==> src/rtl/greater_than.sv <==
`default_nettype none
// ============================================================================
//  Module   : greater_than
//  Purpose  : Pipelined magnitude comparator producing one-hot a>b / a==b /
//             a<b flags with a matching valid qualifier.
//  Revision : 1.0  initial release
// ============================================================================
module greater_than #(
    parameter int WIDTH   = 2,
    parameter int SIGNED  = 0,
    parameter int LATENCY = 1
) (
    input  logic             clk,
    input  logic             rst_n,
    input  logic             in_valid,
    input  logic [WIDTH-1:0] a,
    input  logic [WIDTH-1:0] b,
    output logic             out_valid,
    output logic             f,
    output logic             eq,
    output logic             lt
);

    localparam logic [WIDTH-1:0] c_one       = WIDTH'(1);
    localparam logic [WIDTH-1:0] c_sign_mask = (SIGNED != 0) ? (c_one << (WIDTH - 1)) : '0;

    // Flipping the sign bit maps two's-complement order onto unsigned order,
    // so a single unsigned comparator serves both modes.
    logic [WIDTH-1:0] w_a_key;
    logic [WIDTH-1:0] w_b_key;
    logic             w_gt;
    logic             w_eq;
    logic             w_lt;

    assign w_a_key = a ^ c_sign_mask;
    assign w_b_key = b ^ c_sign_mask;
    assign w_gt    = (w_a_key > w_b_key);
    assign w_eq    = (w_a_key == w_b_key);
    assign w_lt    = ~w_gt & ~w_eq;

    logic [LATENCY-1:0] r_valid;
    logic [LATENCY-1:0] r_gt;
    logic [LATENCY-1:0] r_eq;
    logic [LATENCY-1:0] r_lt;

    // Result registers load only behind a valid qualifier: bubbles leave the
    // last result in place and unqualified operands never enter the pipe.
    always_ff @(posedge clk or negedge rst_n) begin
        if (!rst_n) begin
            r_valid <= '0;
            r_gt    <= '0;
            r_eq    <= '0;
            r_lt    <= '0;
        end else begin
            r_valid[0] <= in_valid;
            if (in_valid) begin
                r_gt[0] <= w_gt;
                r_eq[0] <= w_eq;
                r_lt[0] <= w_lt;
            end
            for (int i = 1; i < LATENCY; i++) begin
                r_valid[i] <= r_valid[i-1];
                if (r_valid[i-1]) begin
                    r_gt[i] <= r_gt[i-1];
                    r_eq[i] <= r_eq[i-1];
                    r_lt[i] <= r_lt[i-1];
                end
            end
        end
    end

    assign out_valid = r_valid[LATENCY-1];
    assign f         = r_gt[LATENCY-1];
    assign eq        = r_eq[LATENCY-1];
    assign lt        = r_lt[LATENCY-1];

endmodule
`default_nettype wire

==> config.mk <==
export PLATFORM = sky130hd
export DESIGN_NAME = greater_than
export DESIGN_NICKNAME = d
export VERILOG_FILES = /design/src/rtl/greater_than.sv
export SDC_FILE = /design/constraint.sdc
export NUM_CORES = 1
export LEC_CHECK = 0
export BUFFER_PORTS_ARGS = -buffer_cell sky130_fd_sc_hd__buf_2
export CAP_MARGIN = 20
export CORE_AREA = 2 2 39 41
export CTS_CLUSTER_SIZE = 16
export DETAILED_ROUTE_END_ITERATION = 12
export DIE_AREA = 0 0 41 43
export GPL_TIMING_DRIVEN = 0
export PLACE_DENSITY_LB_ADDON = 0.05
export SYNTH_ARGS = -nofsm -noshare
export SYNTH_HDL_FRONTEND = slang
export SYNTH_SLANG_ARGS = --single-unit
==> constraint.sdc <==
create_clock -name clk -period 0.9 [get_ports clk]
set_input_delay 0.135 -clock clk [delete_from_list [all_inputs] [get_ports clk]]
set_output_delay 0.135 -clock clk [all_outputs]
set_load 0.01 [all_outputs]
; ---- Word level (Yosys, flattened, before mapping)
; Cells that the tools add are included.
[word_totals]
mem_bits_ro = 0
ff_bits = 4
latchBits = 0
ramBits = 0
n_memories = 0
in_bits = 7
[classes]
shifts = 0
div_mod_pow = 0
mux = 0
n_reduce_logical = 0
eq_ne = 1
n_mul = 0
addsub = 0
order_cmp = 1
n_bitwise = 3
[ops]
columns = op, count
row1 = 2-bit equality test, 1
row2 = 2-bit > comparator, 1
row3 = 1-bit inverter, 2
row4 = 1-bit AND, 1

; ---- Depth between registers and ports, before layout
; Gate-level depths: netlist of run 1.
[logic_depth]
word_depth = 3
ltp_mapped = 5
depth_no_buf = 5

; ---- Worst setup path after synthesis of run 1
; OpenSTA, ideal clock, no wires.
[synth_timing]
path_kind = input to register
from = input a[0]
to = register r_lt, in the netlist lt
path_buffers = 0
setup_slack_ns = -0.061
stages = 5
t_arrival_ns = 0.836
path_cell_list = inv_1 > ha_1 > nand2b_1 > a21oi_1 > mux2_4
[synth_via]
elab_chain_len = 3
[synth_rtl]
columns = item, line
row1 = "start, declared", 16  ; input logic [WIDTH-1:0] a,
row2 = 2-bit > comparator or 2-bit equality test (tied branches), "37, 38"
row3 = 1-bit inverter, 39  ; assign w_lt = ~w_gt & ~w_eq;
row4 = 1-bit AND (*), 39
row5 = "end signal, assigned by index", 66  ; r_lt[i] <= r_lt[i-1];
row6 = "end, declared", 44  ; logic [LATENCY-1:0] r_lt;
; Every way passes the cells marked *; elsewhere a longest branch is shown, timed or not.
; A chain may end at the register's enable or synchronous reset.

; ---- Worst setup path in the final report of run 1
[layout_timing]
from = register r_lt, in the netlist lt
to = output lt
[layout_lines]
columns = item, line
row1 = "end, declared", 21  ; output logic lt
; No word-level cell between the ends.

==> summary.md, run 1 <==
| Metric | Value |
|---|---|
| Status | `finished clean` |
| Yosys top cell by area | `dfrtp_1` |
| Fillers | `155` |
| First-pass GRT wire length | `655 um` |
| Fin crit share | `0.965` |
| Pwr dens | `1640 nW/um2` |
| Core ar. | `1380 um2` |
| WL/cell | `7.82 um` |
| #FFs+latches synth | `4` |
| Sequential fraction of the synthesis area | `0.503` |
| Area post-placement | `300 um2` |
| CP bufs+invs | `1` |
| Int Power | `0.427 mW` |
| Clock Root Buffer | `clkbuf_4` |
| Clock latency on the worst-skew pair | `0.23 ns` |
| Die Ht | `43 um` |
| H-tree depth | `1` |
| Synth async-reset ratio | `1.00` |
| Layout Nets | `46` |
| Initial DRC count | `2` |
| Post-route DRC | `0` |
| Critical path, cell by cell | `buf_2` |
| CTS Buf Count | `3` |
| Syn nets | `29` |
| Max_cap viols | `0` |
| Clk sinks | `4` |
| Clock power frac | `0.377` |
| Clk slew on worst S/H paths | `0.03 ns` |
| Top cells by count, synth | `5 x inv_1, 4 x dfrtp_1, 2 x a21oi_1, 2 x ha_1, 2 x nand2_1` |
| Worst rel slew slack | `0.905` |
| Most frequent cell after synthesis | `inv_1` |
| Total grt overflow | `0` |
| Sw frac | `0.238` |
| Final Max Tran Viols | `0` |
| Distinct cells, synth | `10` |
| Vias in the first global route | `195` |
| Max Clock Freq | `1150 MHz` |
| Post-DP HPWL | `350 um` |
| Crit. path cell count | `1` |
| Final Non-Filler Cells | `51` |
| Synth Cell Area | `199 um2` |
| Commonest register cell after synthesis | `dfrtp_1` |
| CTS tree | `yes` |
| Area delta synth->final | `71.1%` |
| Switch Pwr | `0.133 mW` |
| Starting density of the core | `0.144` |
| Largest net degree at the start of global routing | `7` |
| Finished Cell Area | `340 um2` |
| Minimum clock period | `0.869 ns` |
| CP Launch Type | `flip-flop` |
| Antenna-violating nets left | `0` |
| Crit path max fanout | `2` |
| Worst slew pin tran | `0.142 ns` |
| Arrival time worst endpoint | `0.73 ns` |
| GP Congestion | `0.604` |
| Master of the slowest instance on the critical path | `dfrtp_1` |
| # setup viols final | `0` |
| Port buffer count | `10` |
| Via density | `3.65` |
| Clk_skew | `0 ns` |
| Clk buf depth | `2` |
| Yosys warns | `0` |
| Hold path depth | `1` |
| Antenna Cells | `0` |
| Initial antenna violation count | `0` |
| Die area | `1760 um2` |
| Sequential power share | `0.378` |
| Final WL | `399 um` |
| Syn_area_per_cell | `9.95 um2` |
| Fraction of final layout cells sized beyond drive strength 1 | `0.543` |
| TritonRoute pass-1 iters | `2` |
| Worst Path Class, Setup | `flip-flop to output port` |
| Synthesized instance count | `20` |
| Via count | `186` |
| Largest stage delay, worst path | `0.37 ns` |
| RSZ-0062 raised after global routing | `no` |
| P_leak | `0.177 nW` |
| Yosys top cell area share | `0.503` |
| Inst Count DP | `46` |
| Req. time, crit path | `0.76 ns` |
| Site row count | `14` |
| Worst R2R Path Depth | `1` |
| Post-synth EDFFs | `0` |
| Io pins | `11` |
| Top Family by Delay on Critical Path | `flip-flops` |
| Top post-synthesis cells by area | `dfrtp_1 50%, ha_1 13%, inv_1 9.4%` |
| Sum Neg Setup Slack | `0 ns` |
| Peak VDD IR | `0.223 mV` |
| Die W | `41 um` |
| Hold Violations, Final | `0` |
| All-Layer GR Usage | `0.0642` |
| Combinational Power Share | `0.245` |
| Setup crit end kind | `output port` |
| Post-Route Utilization | `0.246` |
| Hold Path Class | `input port to flip-flop` |
-- cell type report --
cell class	count	area, um2	area share
inverter	5	26.3	0.0772
tap	16	20.0	0.0588
multi-input combinational	11	104	0.305
clock buffer	3	22.5	0.0662
timing repair buffer	12	67.6	0.199
sequential	4	100	0.294
-- registers in the layout, indices dropped and copies added (netlist names) --
name	count
out_valid	1
f	1
lt	1
eq	1
-- logic make-up after synthesis --
family          count (synthesis)  synth area share
compound gates                  4             0.107
fa+ha+maj                       2             0.126
buf+inv                         5            0.0943
flops                           4             0.503
mux                             1            0.0754
simple gates                    4            0.0943
-- per-layer routing --
| metal | part of all wire | vias to the layer above | track usage |
|---|---|---|---|
| met4 | 0.048 | 0 | 0.140 |
| met1 | 0.36 | 83 | 0.0513 |
| li1 | - | 94 | - |
| met2 | 0.53 | 7 | 0.0844 |
| met5 | 0 | - | 0 |
| met3 | 0.065 | 2 | 0 |
-- layout by cell type, fill, tap and decap left out, types with 2 or more instances in the layout --
master,instances
nand2_1,2
inv_1,4
buf_2,10
clkbuf_4,3
dfrtp_1,4
-- power by group through the flow --
stage          Combinational, mW  Clock (mW)  Sequential [mW]
2_1_floorplan             0.0653           0            0.225
3_3_place_gp               0.131           0            0.214
3_5_place_dp               0.130           0            0.215
4_1_cts                    0.133       0.226            0.213
5_1_grt                    0.154       0.232            0.214
6_report                   0.137       0.211            0.212
-- worst paths after layout --
kind	slack (ns)	from	end
worst max-delay path	0.03	lt	lt
worst min-delay path	0.09	in_valid	out_valid
worst max register to register	0.16	lt	lt
worst min register to register	0.50	lt	lt
max in group asynchronous	0.55	rst_n	out_valid
min in group asynchronous	0.24	rst_n	f
-- stage by stage --
| step | hold slack (ns) | worst slack [ns] | power, mW |
|---|---|---|---|
| 2_1_floorplan | -0.161 | -0.0108 | 0.291 |
| 3_3_place_gp | -0.0584 | -0.192 | 0.344 |
| 3_5_place_dp | -0.0587 | -0.196 | 0.345 |
| 4_1_cts | 0.0877 | 0.0127 | 0.572 |
| 5_1_grt | 0.0956 | 0.00512 | 0.599 |
| 6_report | 0.0938 | 0.0315 | 0.560 |
-- timing repair --
action / 4_1_cts / 5_1_grt
endpoints found under the hold margin: 4 / 0
setup buffers: 0 / 1
hold buffers: 1 / 0
gates resized for setup: 0 / 0
endpoints found under the setup margin: 0 / 1
(Power assumes the default switching activity.)
==> run 2, diff against run 1 <==
- REMOVE_ABC_BUFFERS: unset -> 1
==> summary.md, run 2 (same netlist as run 1, synthesis figures left out) <==
| Metric | Value |
|---|---|
| Status | `finished clean (unchanged)` |
| H-tree depth | `1 (unchanged)` |
| Crit path max fanout | `2 (unchanged)` |
| Final WL | `419 um (was 399 um)` |
| Clock latency on the worst-skew pair | `0.23 ns (about the same)` |
| RSZ-0062 raised after global routing | `yes (was no)` |
| Commonest non-fill, non-tap cell in the layout | `buf_2 (unchanged)` |
| Clk slew on worst S/H paths | `0.04 ns (was 0.03 ns)` |
| Dpl ws | `-0.192 ns (was -0.196 ns)` |
| Io pins | `11 (unchanged)` |
| Largest stage delay, worst path | `0.36 ns (was 0.37 ns)` |
| Area delta synth->final | `65.4% (was 71.1%)` |
| CTS Buf Count | `3 (unchanged)` |
| Final Max Tran Viols | `0 (unchanged)` |
| Finished Cell Area | `329 um2 (was 340 um2)` |
| Worst slew pin tran | `0.121 ns (was 0.142 ns)` |
| TritonRoute pass-1 iters | `3 (was 2)` |
| Fillers | `160 (was 155)` |
| WL/cell | `8.06 um (was 7.82 um)` |
| Starting density of the core | `0.144 (unchanged)` |
| Worst Path Class, Setup | `flip-flop to output port (unchanged)` |
| Commonest cells after routing, fill and taps aside | `10 x buf_2, 5 x inv_1, 4 x dfrtp_1 (was 10 x buf_2, 4 x inv_1, 4 x dfrtp_1)` |
| # setup viols final | `0 (unchanged)` |
| Clock Root Buffer | `clkbuf_4 (unchanged)` |
| Die area | `1760 um2 (unchanged)` |
| CP bufs+invs | `1 (unchanged)` |
| Final Power | `0.561 mW (was 0.560 mW)` |
| Critical path, cell by cell | `buf_2 (unchanged)` |
| Port buffer count | `10 (unchanged)` |
| Peak VDD IR | `0.324 mV (was 0.223 mV)` |
| Clk sinks | `4 (unchanged)` |
| Setup crit end kind | `output port (unchanged)` |
| Minimum clock period | `0.864 ns (was 0.869 ns)` |
| Max Clock Freq | `1160 MHz (was 1150 MHz)` |
| Area post-placement | `269 um2 (was 300 um2)` |
| Vias in the first global route | `200 (was 195)` |
| Max_cap viols | `0 (unchanged)` |
| Via density | `3.62 (was 3.65)` |
| Core ar. | `1380 um2 (unchanged)` |
| Top Family by Delay on Critical Path | `flip-flops (unchanged)` |
| GP Congestion | `0.608 (was 0.604)` |
| Initial DRC count | `1 (was 2)` |
| Arrival time worst endpoint | `0.73 ns (about the same)` |
| Fin crit share | `0.960 (was 0.965)` |
| Initial antenna violation count | `0 (unchanged)` |
| Master of the slowest instance on the critical path | `dfrtp_1 (unchanged)` |
| Die Ht | `43 um (unchanged)` |
| Fraction of final layout cells sized beyond drive strength 1 | `0.472 (was 0.543)` |
| First-pass GRT wire length | `696 um (was 655 um)` |
| Clk_skew | `0 ns (unchanged)` |
| Total grt overflow | `0 (unchanged)` |
| Worst rel slew slack | `0.919 (was 0.905)` |
| Post-DP HPWL | `329 um (was 350 um)` |
| Antenna Cells | `0 (unchanged)` |
| Post-route DRC | `0 (unchanged)` |
| Clk buf depth | `2 (unchanged)` |
| Hold Path Class | `input port to flip-flop (unchanged)` |
| Sum Neg Setup Slack | `0 ns (unchanged)` |
| CTS tree | `yes (unchanged)` |
| All-Layer GR Usage | `0.0683 (was 0.0642)` |
| Hold Violations, Final | `0 (unchanged)` |
| CP Launch Type | `flip-flop (unchanged)` |
| Antenna-violating nets left | `0 (unchanged)` |
| Die W | `41 um (unchanged)` |
| Via count | `188 (was 186)` |
| Final worst setup slack | `0.0358 ns (was 0.0315 ns)` |
| Site row count | `14 (unchanged)` |
| Layout Nets | `47 (was 46)` |
| P_leak | `0.176 nW (was 0.177 nW)` |
| Req. time, crit path | `0.76 ns (about the same)` |
| Pwr dens | `1710 nW/um2 (was 1640 nW/um2)` |
| Largest net degree at the start of global routing | `7 (unchanged)` |
## run 2: cell types whose count changed in the layout (fill, tap and decap cells not counted)
| cell | previous run | this run |
|---|---|---|
| nand2b_4 | 1 | 0 |
| inv_1 | 4 | 5 |
| buf_4 | 1 | 2 |
| nand2b_1 | 0 | 1 |
| a21oi_2 | 1 | 0 |
| a21oi_1 | 1 | 2 |
| inv_8 | 1 | 0 |
## run 2: worst register-to-register path, stage by stage (launching register included)
cell     delay (ns)
dfrtp_1        0.36
buf_4          0.13
mux2_4         0.25
## run 2: routing by layer
metal  share of wire  global-route usage  wire (um)
met3           0.081              0.0157         34
met2            0.42              0.0875        176
met5               0                   0          0
met4           0.045               0.120         19
met1            0.45              0.0611        189
## run 2: repair_timing
| item | in CTS | in global routing |
|---|---|---|
| hold buffers | 1 | 0 |
| gates resized for setup | 0 | 1 |
| setup buffers | 0 | 2 |
| endpoints found under the setup margin | 0 | 3 |
| endpoints found under the hold margin | 4 | 0 |
## run 2: worst paths after layout
check                          from   endpoint  slack [ns]  cells after the start
min in group asynchronous     rst_n          f        0.23                      2
max                               f          f        0.04                      1
max reg2reg                      lt         lt        0.04                      2
min reg2reg                       f          f        0.54                      2
max in group asynchronous     rst_n  out_valid        0.55                      2
min                        in_valid  out_valid         0.1                      1
## run 2: per-stage QoR
step            util  hold WS (ns)  cells
4_1_cts        0.218        0.0882     50
3_3_place_gp   0.194       -0.0573     46
2_1_floorplan      -        -0.161     20
6_report       0.238        0.0973     52
5_1_grt        0.238        0.0938     52
3_5_place_dp   0.194       -0.0558     46
## run 2: cell type report
class / count / area, um2 / area share
flip-flops and latches: 4 / 100 / 0.304
multi-input cells: 11 / 92.6 / 0.281
repair buffers: 13 / 75.1 / 0.228
clock buffers: 3 / 22.5 / 0.0684
well taps: 16 / 20.0 / 0.0608
inverters: 5 / 18.8 / 0.0570
## run 2: where the power goes
group,total (mW),internal [mW],switching [mW]
clock,0.216,0.149,0.0674
sequential,0.210,0.202,0.00795
combinational,0.135,0.0753,0.0597
